`src/rtl/pipe_stage_buf_if.sv`:
```
// Handshake bundle for pipe_stage_buf: upstream valid/ready/data and downstream valid/ready/data.
// DATA_W must match the DATA_W of the pipe_stage_buf instance it connects to.
interface pipe_stage_buf_if #(
  parameter int DATA_W = 32
);
  logic              in_valid;
  logic              in_ready;
  logic [DATA_W-1:0] in_data;
  logic              out_valid;
  logic              out_ready;
  logic [DATA_W-1:0] out_data;

  // Environment side: drives upstream payload and downstream ready.
  modport master (
    output in_valid, in_data, out_ready,
    input  in_ready, out_valid, out_data
  );

  // Stage side: accepts upstream payload and presents it downstream.
  modport slave (
    input  in_valid, in_data, out_ready,
    output in_ready, out_valid, out_data
  );
endinterface

```
`src/rtl/pipe_stage_buf.sv`:
```
// Pipeline stage: MODE 0 is a single register slice, MODE 1 a two-entry skid buffer with a
// registered in_ready. Also counts backpressure cycles (saturating) and supports a sync flush.
module pipe_stage_buf #(
  parameter int DATA_W = 32,
  parameter int MODE   = 1,
  parameter int CNT_W  = 16
) (
  input  logic             clk,
  input  logic             rst,
  input  logic             flush,
  input  logic             cnt_clr,
  pipe_stage_buf_if.slave  bus,
  output logic [1:0]       occ,
  output logic [CNT_W-1:0] bp_cnt
);

  typedef enum logic [1:0] {
    ST_EMPTY = 2'd0,
    ST_ONE   = 2'd1,
    ST_FULL  = 2'd2
  } state_t;

  localparam logic [CNT_W-1:0] BP_MAX = {CNT_W{1'b1}};

  state_t            state_q, state_d;
  logic [DATA_W-1:0] main_q, main_d;
  logic [DATA_W-1:0] skid_q, skid_d;
  logic              in_ready_q, in_ready_d;
  logic [1:0]        occ_q, occ_d;
  logic [CNT_W-1:0]  bp_cnt_q, bp_cnt_d;

  logic in_xfer_s;
  logic out_xfer_s;

  // Flush masks both handshakes; MODE 1 readiness comes only from the registered skid state.
  assign bus.in_ready  = (MODE == 0) ? (!flush && ((occ_q == 2'd0) || bus.out_ready))
                                     : (!flush && in_ready_q);
  assign bus.out_valid = (occ_q != 2'd0) && !flush;
  assign bus.out_data  = main_q;
  assign occ           = occ_q;
  assign bp_cnt        = bp_cnt_q;

  assign in_xfer_s  = bus.in_valid && bus.in_ready;
  assign out_xfer_s = bus.out_valid && bus.out_ready;

  // Next-state, entry data and occupancy.
  always_comb begin
    state_d = state_q;
    main_d  = main_q;
    skid_d  = skid_q;
    if (flush) begin
      state_d = ST_EMPTY;
      main_d  = {DATA_W{1'b0}};
      skid_d  = {DATA_W{1'b0}};
    end else if (MODE == 0) begin
      if (in_xfer_s) begin
        main_d  = bus.in_data;
        state_d = ST_ONE;
      end else if (out_xfer_s) begin
        state_d = ST_EMPTY;
      end else begin
        state_d = state_q;
      end
    end else begin
      case (state_q)
        ST_EMPTY: begin
          if (in_xfer_s) begin
            main_d  = bus.in_data;
            state_d = ST_ONE;
          end else begin
            state_d = ST_EMPTY;
          end
        end
        ST_ONE: begin
          if (in_xfer_s && !out_xfer_s) begin
            skid_d  = bus.in_data;
            state_d = ST_FULL;
          end else if (in_xfer_s && out_xfer_s) begin
            main_d  = bus.in_data;
            state_d = ST_ONE;
          end else if (out_xfer_s) begin
            state_d = ST_EMPTY;
          end else begin
            state_d = ST_ONE;
          end
        end
        ST_FULL: begin
          // in_ready is low here, so only the output side can move.
          if (out_xfer_s) begin
            main_d  = skid_q;
            state_d = ST_ONE;
          end else begin
            state_d = ST_FULL;
          end
        end
        default: begin
          state_d = ST_EMPTY;
        end
      endcase
    end

    in_ready_d = (state_d != ST_FULL);
    case (state_d)
      ST_EMPTY: occ_d = 2'd0;
      ST_ONE:   occ_d = 2'd1;
      ST_FULL:  occ_d = 2'd2;
      default:  occ_d = 2'd0;
    endcase
  end

  // Backpressure counter: clear wins, otherwise saturating increment on stalled valid.
  always_comb begin
    bp_cnt_d = bp_cnt_q;
    if (cnt_clr) begin
      bp_cnt_d = {CNT_W{1'b0}};
    end else if (bus.out_valid && !bus.out_ready && (bp_cnt_q != BP_MAX)) begin
      bp_cnt_d = bp_cnt_q + CNT_W'(1);
    end else begin
      bp_cnt_d = bp_cnt_q;
    end
  end

  // State and data registers.
  always_ff @(posedge clk or posedge rst) begin
    if (rst) begin
      state_q    <= ST_EMPTY;
      main_q     <= {DATA_W{1'b0}};
      skid_q     <= {DATA_W{1'b0}};
      in_ready_q <= 1'b1;
      occ_q      <= 2'd0;
      bp_cnt_q   <= {CNT_W{1'b0}};
    end else begin
      state_q    <= state_d;
      main_q     <= main_d;
      skid_q     <= skid_d;
      in_ready_q <= in_ready_d;
      occ_q      <= occ_d;
      bp_cnt_q   <= bp_cnt_d;
    end
  end

endmodule

```
`src/flat_wrapper.sv`:
```
// flat-port wrapper written by rule: the top's interface ports become plain ports
module pipe_stage_buf_flat 
#(
  parameter int DATA_W = 32,
  parameter int MODE   = 1,
  parameter int CNT_W  = 16
)
  (clk, rst, flush, cnt_clr, occ, bp_cnt, bus_in_valid, bus_in_data, bus_out_ready, bus_in_ready, bus_out_valid, bus_out_data);
  pipe_stage_buf_if #(.DATA_W(DATA_W)) bus_i ();
  input  logic clk;
  input  logic rst;
  input  logic flush;
  input  logic cnt_clr;
  output logic [1:0] occ;
  output logic [CNT_W-1:0] bp_cnt;
  input wire logic [$bits(bus_i.in_valid)-1:0] bus_in_valid;
  input wire logic [$bits(bus_i.in_data)-1:0] bus_in_data;
  input wire logic [$bits(bus_i.out_ready)-1:0] bus_out_ready;
  output wire logic [$bits(bus_i.in_ready)-1:0] bus_in_ready;
  output wire logic [$bits(bus_i.out_valid)-1:0] bus_out_valid;
  output wire logic [$bits(bus_i.out_data)-1:0] bus_out_data;
  assign bus_i.in_valid = bus_in_valid;
  assign bus_i.in_data = bus_in_data;
  assign bus_i.out_ready = bus_out_ready;
  assign bus_in_ready = bus_i.in_ready;
  assign bus_out_valid = bus_i.out_valid;
  assign bus_out_data = bus_i.out_data;
  pipe_stage_buf #(.DATA_W(DATA_W), .MODE(MODE), .CNT_W(CNT_W)) u_core (.clk(clk), .rst(rst), .flush(flush), .cnt_clr(cnt_clr), .bus(bus_i), .occ(occ), .bp_cnt(bp_cnt));
endmodule
```
`config.mk`:
```
export PLATFORM = sky130hd
export DESIGN_NAME = pipe_stage_buf_flat
export DESIGN_NICKNAME = d
export VERILOG_FILES = /design/src/rtl/pipe_stage_buf_if.sv /design/src/rtl/pipe_stage_buf.sv /design/src/flat_wrapper.sv
export SDC_FILE = /design/constraint.sdc
export NUM_CORES = 1
export LEC_CHECK = 0
export BUFFER_PORTS_ARGS = -buffer_cell sky130_fd_sc_hd__buf_2
export CAP_MARGIN = 10
export CORE_MARGIN = 5
export CORE_UTILIZATION = 58
export CTS_CLUSTER_DIAMETER = 50
export CTS_CLUSTER_SIZE = 14
export DETAILED_ROUTE_END_ITERATION = 7
export GPL_TIMING_DRIVEN = 0
export MAX_ROUTING_LAYER = met4
export PLACE_DENSITY = 0.9
export SYNTH_ARGS = -nofsm -noshare
export SYNTH_HDL_FRONTEND = slang
export SYNTH_SLANG_ARGS = --single-unit
```
`constraint.sdc`:
```
create_clock -name clk -period 6.05 [get_ports clk]
set_clock_uncertainty 0.1 [all_clocks]
set_input_delay 0.3025 -clock clk [delete_from_list [all_inputs] [get_ports clk]]
set_output_delay 0.3025 -clock clk [all_outputs]
set_load 0.02 [all_outputs]
```
== Word-level counts from Yosys, hierarchy flattened ==
Index checks and enable logic that the tools add are counted.
W data, S select, Z words.

* Equality and inequality tests: 10
* Add/subtract/negate cells: 1
* Reduce and logical (&&, ||, !) cells: 19
* Multiplexer cells: 19

{| class="wikitable"
|+ Operator list
! kind !! count
|-
| $mux W32 || 8
|-
| $pmux W32 S3 || 1
|-
| $mux W16 || 2
|-
| $add A16 B1 Y16 const B || 1
|-
| $ne A16 B16 Y1 const B || 1
|-
| $ne A3 B2 Y1 const B || 3
|-
| $logic_and A1 B1 Y1 || 8
|-
| $mux W2 || 4
|-
| $reduce_bool A2 Y1 || 4
|-
| $pmux W2 S3 || 1
|-
| $reduce_and A5 Y1 || 1
|-
| $eq A2 B1 Y1 const B || 2
|-
| $eq A2 B2 Y1 const B || 2
|-
| $pmux W2 S2 || 1
|-
| $reduce_bool A4 Y1 || 1
|-
| $logic_not A1 Y1 || 3
|-
| $ne A3 B3 Y1 const B || 1
|-
| $logic_not A2 Y1 || 1
|-
| $mux W1 || 2
|-
| $ne A2 B2 Y1 const B || 1
|-
| $reduce_and A2 Y1 || 1
|}

* Input port bits: 38
* Flip-flop bits (word level): 85
* Logic and storage cells: 55

== Logic depth before layout (Yosys ltp) ==
* Depth after elaboration: 10
* Mapped depth: 10
* Gate-level depth less buffers: 9

== Least setup slack after synthesis ==
Ideal clock, no wire load.

* Path type: register to register
* Start: register u_core.occ_q[1] (netlist: u_core.occ[1])
* End: register u_core.main_q[22] (netlist: u_core.bus.out_data[22])
* Stages on the path, launching flop included: 10
* Required time: 5.822 ns
* Arrival time: 2.241 ns
* Clock period less this slack: 2.468 ns
* Setup time: 0.128 ns
* Path buffers: 1
* Path slack: 3.582 ns
* Cells stage by stage: dfrtp_1 o21bai_4 inv_1 nand2_1 ha_1 nand2_1 nor3_1 a221oi_2 buf_2 mux2_1

* Longest elaborated chain between the ends: 7
* Elaborated cells between the ends (all ways): 10
* Those cells by class: eq/ne (3); reduce/logical (7)

{| class="wikitable"
|+ Ends and longest elaborated chain
! what !! line !! RTL
|-
| start: declaration || pipe_stage_buf.sv:29 || <nowiki>logic [1:0] occ_q, occ_d;</nowiki>
|-
| start signal: assignment || pipe_stage_buf.sv:130 || <nowiki>occ_q <= 2'd0;</nowiki>
|-
| start signal: assignment || pipe_stage_buf.sv:137 || <nowiki>occ_q <= occ_d;</nowiki>
|-
| $reduce_bool A2 Y1 * || pipe_stage_buf.sv:38 || <nowiki>assign bus.out_valid = (occ_q != 2'd0) && !flush;</nowiki>
|-
| $logic_and A1 B1 Y1 * || pipe_stage_buf.sv:38 ||
|-
| named net bus_out_valid || flat_wrapper.sv:20 || <nowiki>output wire logic [$bits(bus_i.out_valid)-1:0] bus_out_valid;</nowiki>
|-
| $logic_and A1 B1 Y1 * || pipe_stage_buf.sv:44 || <nowiki>assign out_xfer_s = bus.out_valid && bus.out_ready;</nowiki>
|-
| $logic_not A1 Y1 || pipe_stage_buf.sv:75 || <nowiki>if (in_xfer_s && !out_xfer_s) begin</nowiki>
|-
| $logic_and A1 B1 Y1 || pipe_stage_buf.sv:75 ||
|-
| $ne A3 B3 Y1 (no line) || - ||
|-
| $reduce_and A5 Y1 (no line) * || - ||
|-
| end signal: assignment || pipe_stage_buf.sv:127 || <nowiki>main_q <= {DATA_W{1'b0}};</nowiki>
|-
| end signal: assignment || pipe_stage_buf.sv:134 || <nowiki>main_q <= main_d;</nowiki>
|-
| end: declaration || pipe_stage_buf.sv:26 || <nowiki>logic [DATA_W-1:0] main_q, main_d;</nowiki>
|}

Mark *: on every way through the listed nets, which the timed path passes. The rest lies on a longest branch.
A chain may end at the register's enable or synchronous reset.

== Final worst setup path ==
* Start: register u_core.occ_q[1] (netlist: u_core.occ[1])
* End: register u_core.main_q[22] (netlist: u_core.bus.out_data[22])

* Longest elaborated chain between the ends: 7
* Elaborated cells between the ends (all ways): 10
* Those cells by class: eq/ne (3); reduce/logical (7)

{| class="wikitable"
|+ Ends and longest elaborated chain
! what !! line
|-
| $reduce_bool A2 Y1 * || pipe_stage_buf.sv:38
|-
| $logic_and A1 B1 Y1 * || pipe_stage_buf.sv:38
|-
| $logic_and A1 B1 Y1 * || pipe_stage_buf.sv:44
|-
| $logic_not A1 Y1 || pipe_stage_buf.sv:75
|-
| $logic_and A1 B1 Y1 || pipe_stage_buf.sv:75
|-
| $ne A3 B3 Y1 (no line) || -
|-
| $reduce_and A5 Y1 (no line) * || -
|}

Every way passes the cells marked *; elsewhere a longest branch is shown, timed or not.

==> run summary <==
OUTCOME
------------------------------------------------------------------------------------------------------
Status                                                                                    complete, no violations

SETUP PATH
------------------------------------------------------------------------------------------------------
Signal arrival time at the worst endpoint                                                      2900 ps
Register-to-Register Path Depth                                                                      9
Cell with the largest stage delay on the worst path                                             nor3_1
Launching element type of the critical path                                                       flop
Maximum fanout count along the critical path                                                        10
Critical Path Stages                                                                                 9
Worst setup path startpoint                                                               u_core.occ[1]$_DFF_PP0_
Setup slack of the worst register-to-register path                                             3280 ps
Worst R2R End                                                                             u_core.bus.out_data[22]$_DFFE_PP0P_
Critical Path End                                                                         u_core.bus.out_data[22]$_DFFE_PP0P_
Number of buffers and inverters on the critical path                                                 2
Launch instance of the worst register-to-register path                                    u_core.occ[1]$_DFF_PP0_
Cell Chain, Critical Path                                                                 o21bai_4 > inv_1 > nand2_1 > ha_1 > nand2_1 > nor3_1 > a221oi_2 > buf_2 > mux2_1
CP Capture Type                                                                                   flop
Required time worst endpoint                                                                   6180 ps
Class of the most critical setup path                                                       reg -> reg
Most repeated library cell on the critical path                                                nand2_1
Crit-path leading delay family                                                            simple AND/OR/NAND/NOR gates
Slowest stage delay, CP                                                                         630 ps

DIE
------------------------------------------------------------------------------------------------------
Placeable core region                                                                       6420 sq um
I/O pin count                                                                                       90
Initial cell density of the core                                                                 60.0%
Vertical extent of the die                                                                     91.5 um
Number of placement rows                                                                            29
Chip Width                                                                                     91.5 um
Area of the die                                                                             8370 sq um

SYNTHESIS
------------------------------------------------------------------------------------------------------
Post-synthesis instance area                                                                3850 sq um
Synth warn                                                                                           0
Number of nets in the synthesized netlist                                                          357
Netlist cell types                                                                                  38
Complex-gate fraction of the synthesized area                                                    19.8%
Synth Area in XOR/XNOR                                                                              0%
Top cells by area, synth                                                                  dfrtp_1, a22o_1, mux2_2
Leading area contributor after synthesis                                                       dfrtp_1
Mux cell area share after synthesis                                                              10.8%
Avg Cell Area, Syn                                                                          12.2 sq um
Share of the synthesized area in the top cell type                                               54.6%
Sequential element share of the synthesized area                                                 55.2%
Largest family of logic cells by synthesized area                                         compound AO/OA/AOI/OAI gates
Area share of fa/ha/maj cells after synthesis                                                   0.974%
Post-synthesis cell count                                                                          316
Post-synthesis register bit count                                                                   85
Count of flip-flops with a built-in enable after synthesis                                           0
Main flop type after synthesis                                                                 dfrtp_1
Library cell with the highest instance count after synthesis                                   dfrtp_1
Asr flop ratio synth                                                                              100%
Simple-gate area share of the yosys netlist                                                      9.68%
Ranking of synthesized cells by instance count                                            dfrtp_1, a22o_1, mux2_2, clkbuf_1, a21oi_1

POWER AND IR DROP
------------------------------------------------------------------------------------------------------
PD cells                                                                                   272 nW/um^2
Max rail drop VDD                                                                             0.195 mV
Static power due to leakage                                                                    2.33 nW
Total design power                                                                           0.00127 W

TIMING
------------------------------------------------------------------------------------------------------
Remaining max-slew budget at the tightest pin                                                    44.9%
Post-route setup TNS                                                                              0 ps
Number of hold-slack violations in the final timing report                                           0
Worst slew pin tran                                                                             820 ps
Period minus WS final                                                                          2770 ps
RSZ-0062 raised after global routing                                                                no
Slew Viols, Final                                                                                    0
Final number of setup-violating endpoints                                                            0
Slack of the critical path                                                                     3280 ps
Final Cycle Share                                                                                45.8%
Fmax                                                                                           361 MHz

DETAILED ROUTING
------------------------------------------------------------------------------------------------------
DRT Pass-1 Iters                                                                                     4
Initial detailed-routing violation count                                                           142
Residual antenna-violating net count after detailed routing                                          0
Detail-routed via count per cell                                                                  6.15
Residual DRC count                                                                                   0
Vias                                                                                              3071
Total detailed-routing wirelength                                                              9130 um
Final routed wire length divided by cell count                                                 18.3 um

CLOCKING
------------------------------------------------------------------------------------------------------
Clock net sink count                                                                                85
Maximum number of buffers from clock root to sink                                                    2
CTS buffer count                                                                                     9
Deepest level of the CTS H-tree                                                                      3
Clock transition at the register clock pins on the worst setup and hold paths after CTS         100 ps
Number of gates resized after CTS                                                                    0
Root buffer cell                                                                              clkbuf_8
CTS tree                                                                                         built
Clk_lat worst skew                                                                              350 ps

FLOW RUN
------------------------------------------------------------------------------------------------------
Number of max-cap violations                                                                         0

PLACED DESIGN
------------------------------------------------------------------------------------------------------
Dpl cells                                                                                          482
Global placer's final weighted congestion                                                        0.852
I/O Buffers                                                                                         88
Worst slack after detailed placement                                                           3310 ps
HPWL Detailed                                                                                  6560 um

GLOBAL ROUTE
------------------------------------------------------------------------------------------------------
Via count of the first global-routing pass                                                        3162
Antenna violations before repair                                                                     0
Overflow left after global routing                                                                   0
Largest net degree at the start of global routing                                                   73
Global Route Usage Sum                                                                           23.5%
First-pass GRT wire length                                                                    15400 um

CELLS AND AREA
------------------------------------------------------------------------------------------------------
Total inserted antenna cells                                                                         0
Layout Utilization                                                                               72.5%
Filler Cells Inserted                                                                              460
Signed area change from the synthesized netlist to the final layout                              20.9%
Cell Count, Final, Fillers Out                                                                     499
Final-stage net count                                                                              458
Fraction of final layout cells with drive strength greater than 1                                36.5%

WORST HOLD PATH
------------------------------------------------------------------------------------------------------
Worst min-delay path class                                                                   in -> reg

[worst register-to-register path, stage by stage (launching register included)]
cell	delay, ps
dfrtp_1	420
o21bai_4	190
inv_1	120
nand2_1	180
ha_1	200
nand2_1	60
nor3_1	630
a221oi_2	160
buf_2	270
mux2_1	340
[worst min path at each step]
stage                                                    from                                  end  slack, ps  cells after the start
final                                          bus_in_data[9]         u_core.skid_q[9]$_DFFE_PP0P_         80                      2
after global placement    u_core.bus.out_data[22]$_DFFE_PP0P_  u_core.bus.out_data[22]$_DFFE_PP0P_        370                      1
after detailed placement                                  rst  u_core.bus.out_data[21]$_DFFE_PP0P_        130                      2
after CTS                                      bus_in_data[9]         u_core.skid_q[9]$_DFFE_PP0P_         80                      2
after global routing                           bus_in_data[4]         u_core.skid_q[4]$_DFFE_PP0P_         80                      2
after floorplan                                bus_in_data[0]         u_core.skid_q[0]$_DFFE_PP0P_        340                      1
[through the flow]
| stage | hold WS, ps | cell area [sq um] |
|---|---|---|
| after CTS | 75.6 | 4660 |
| after global routing | 81.1 | 4660 |
| after global placement | 368 | 4390 |
| after detailed placement | 134 | 4420 |
| after floorplan | 335 | 3850 |
| final | 82.5 | 4660 |
[cells in the final DEF (no fill, tap or decap), types with 3 or more instances in the layout]
cell,Yosys,layout
clkbuf_8,0,9
inv_1,8,7
nor2_1,10,10
o31ai_1,5,5
a31oi_1,5,5
dfrtp_1,84,84
nand2_1,8,8
nor4_1,3,3
a22o_1,64,64
clkbuf_1,19,19
nor3_1,7,7
nand4_1,4,4
ha_1,3,3
inv_6,0,4
or4_1,7,7
mux2_2,36,36
nand3_1,7,7
nor2b_1,6,6
a21oi_1,11,11
o21ai_0,3,3
buf_2,3,91
[report_power, final]
part           switching [W]  internal [W]
clock               0.000218      0.000239
sequential         0.0000187      0.000601
combinational       0.000113     0.0000775
total               0.000350      0.000917
[sequential cells by signal (all words and copies together) (netlist names)]
name / count
u_core.bus.out_data: 32
u_core.in_ready_q: 1
u_core.state_q: 2
u_core.bp_cnt: 16
u_core.skid_q: 32
u_core.occ: 2
[repair_timing]
action,4_1_cts,5_1_grt
hold buffers,1,0
hold endpoints to repair,13,0
buffers inserted,0,0
[layer usage]
layer | track usage, % | wire length, um | vias up
li1 | - | - | 1409
met1 | 29.1 | 3700 | 1543
met2 | 38.9 | 4760 | 109
met3 | 5.87 | 559 | 10
met4 | 5.90 | 113 | 0
met5 | - | 0 | -
[kinds of logic after synthesis]
logic type	count (synthesis)
AO/OA/AOI/OAI	94
adder cells (fa/ha/maj)	3
buffers and inverters	32
flip-flops	85
multiplexers	37
AND/OR/NAND/NOR	65
[layout make-up]
class / count / area, sq um / area share (%)
inverters: 8 / 32.5 / 0.699
clock inverters: 7 / 103 / 2.20
well taps: 77 / 96.3 / 2.07
multi-input cells: 199 / 1590 / 34.2
clock buffers: 9 / 124 / 2.66
plain buffers: 24 / 103 / 2.20
repair buffers: 90 / 478 / 10.3
flip-flops and latches: 85 / 2130 / 45.7
(Power assumes the default switching activity.)
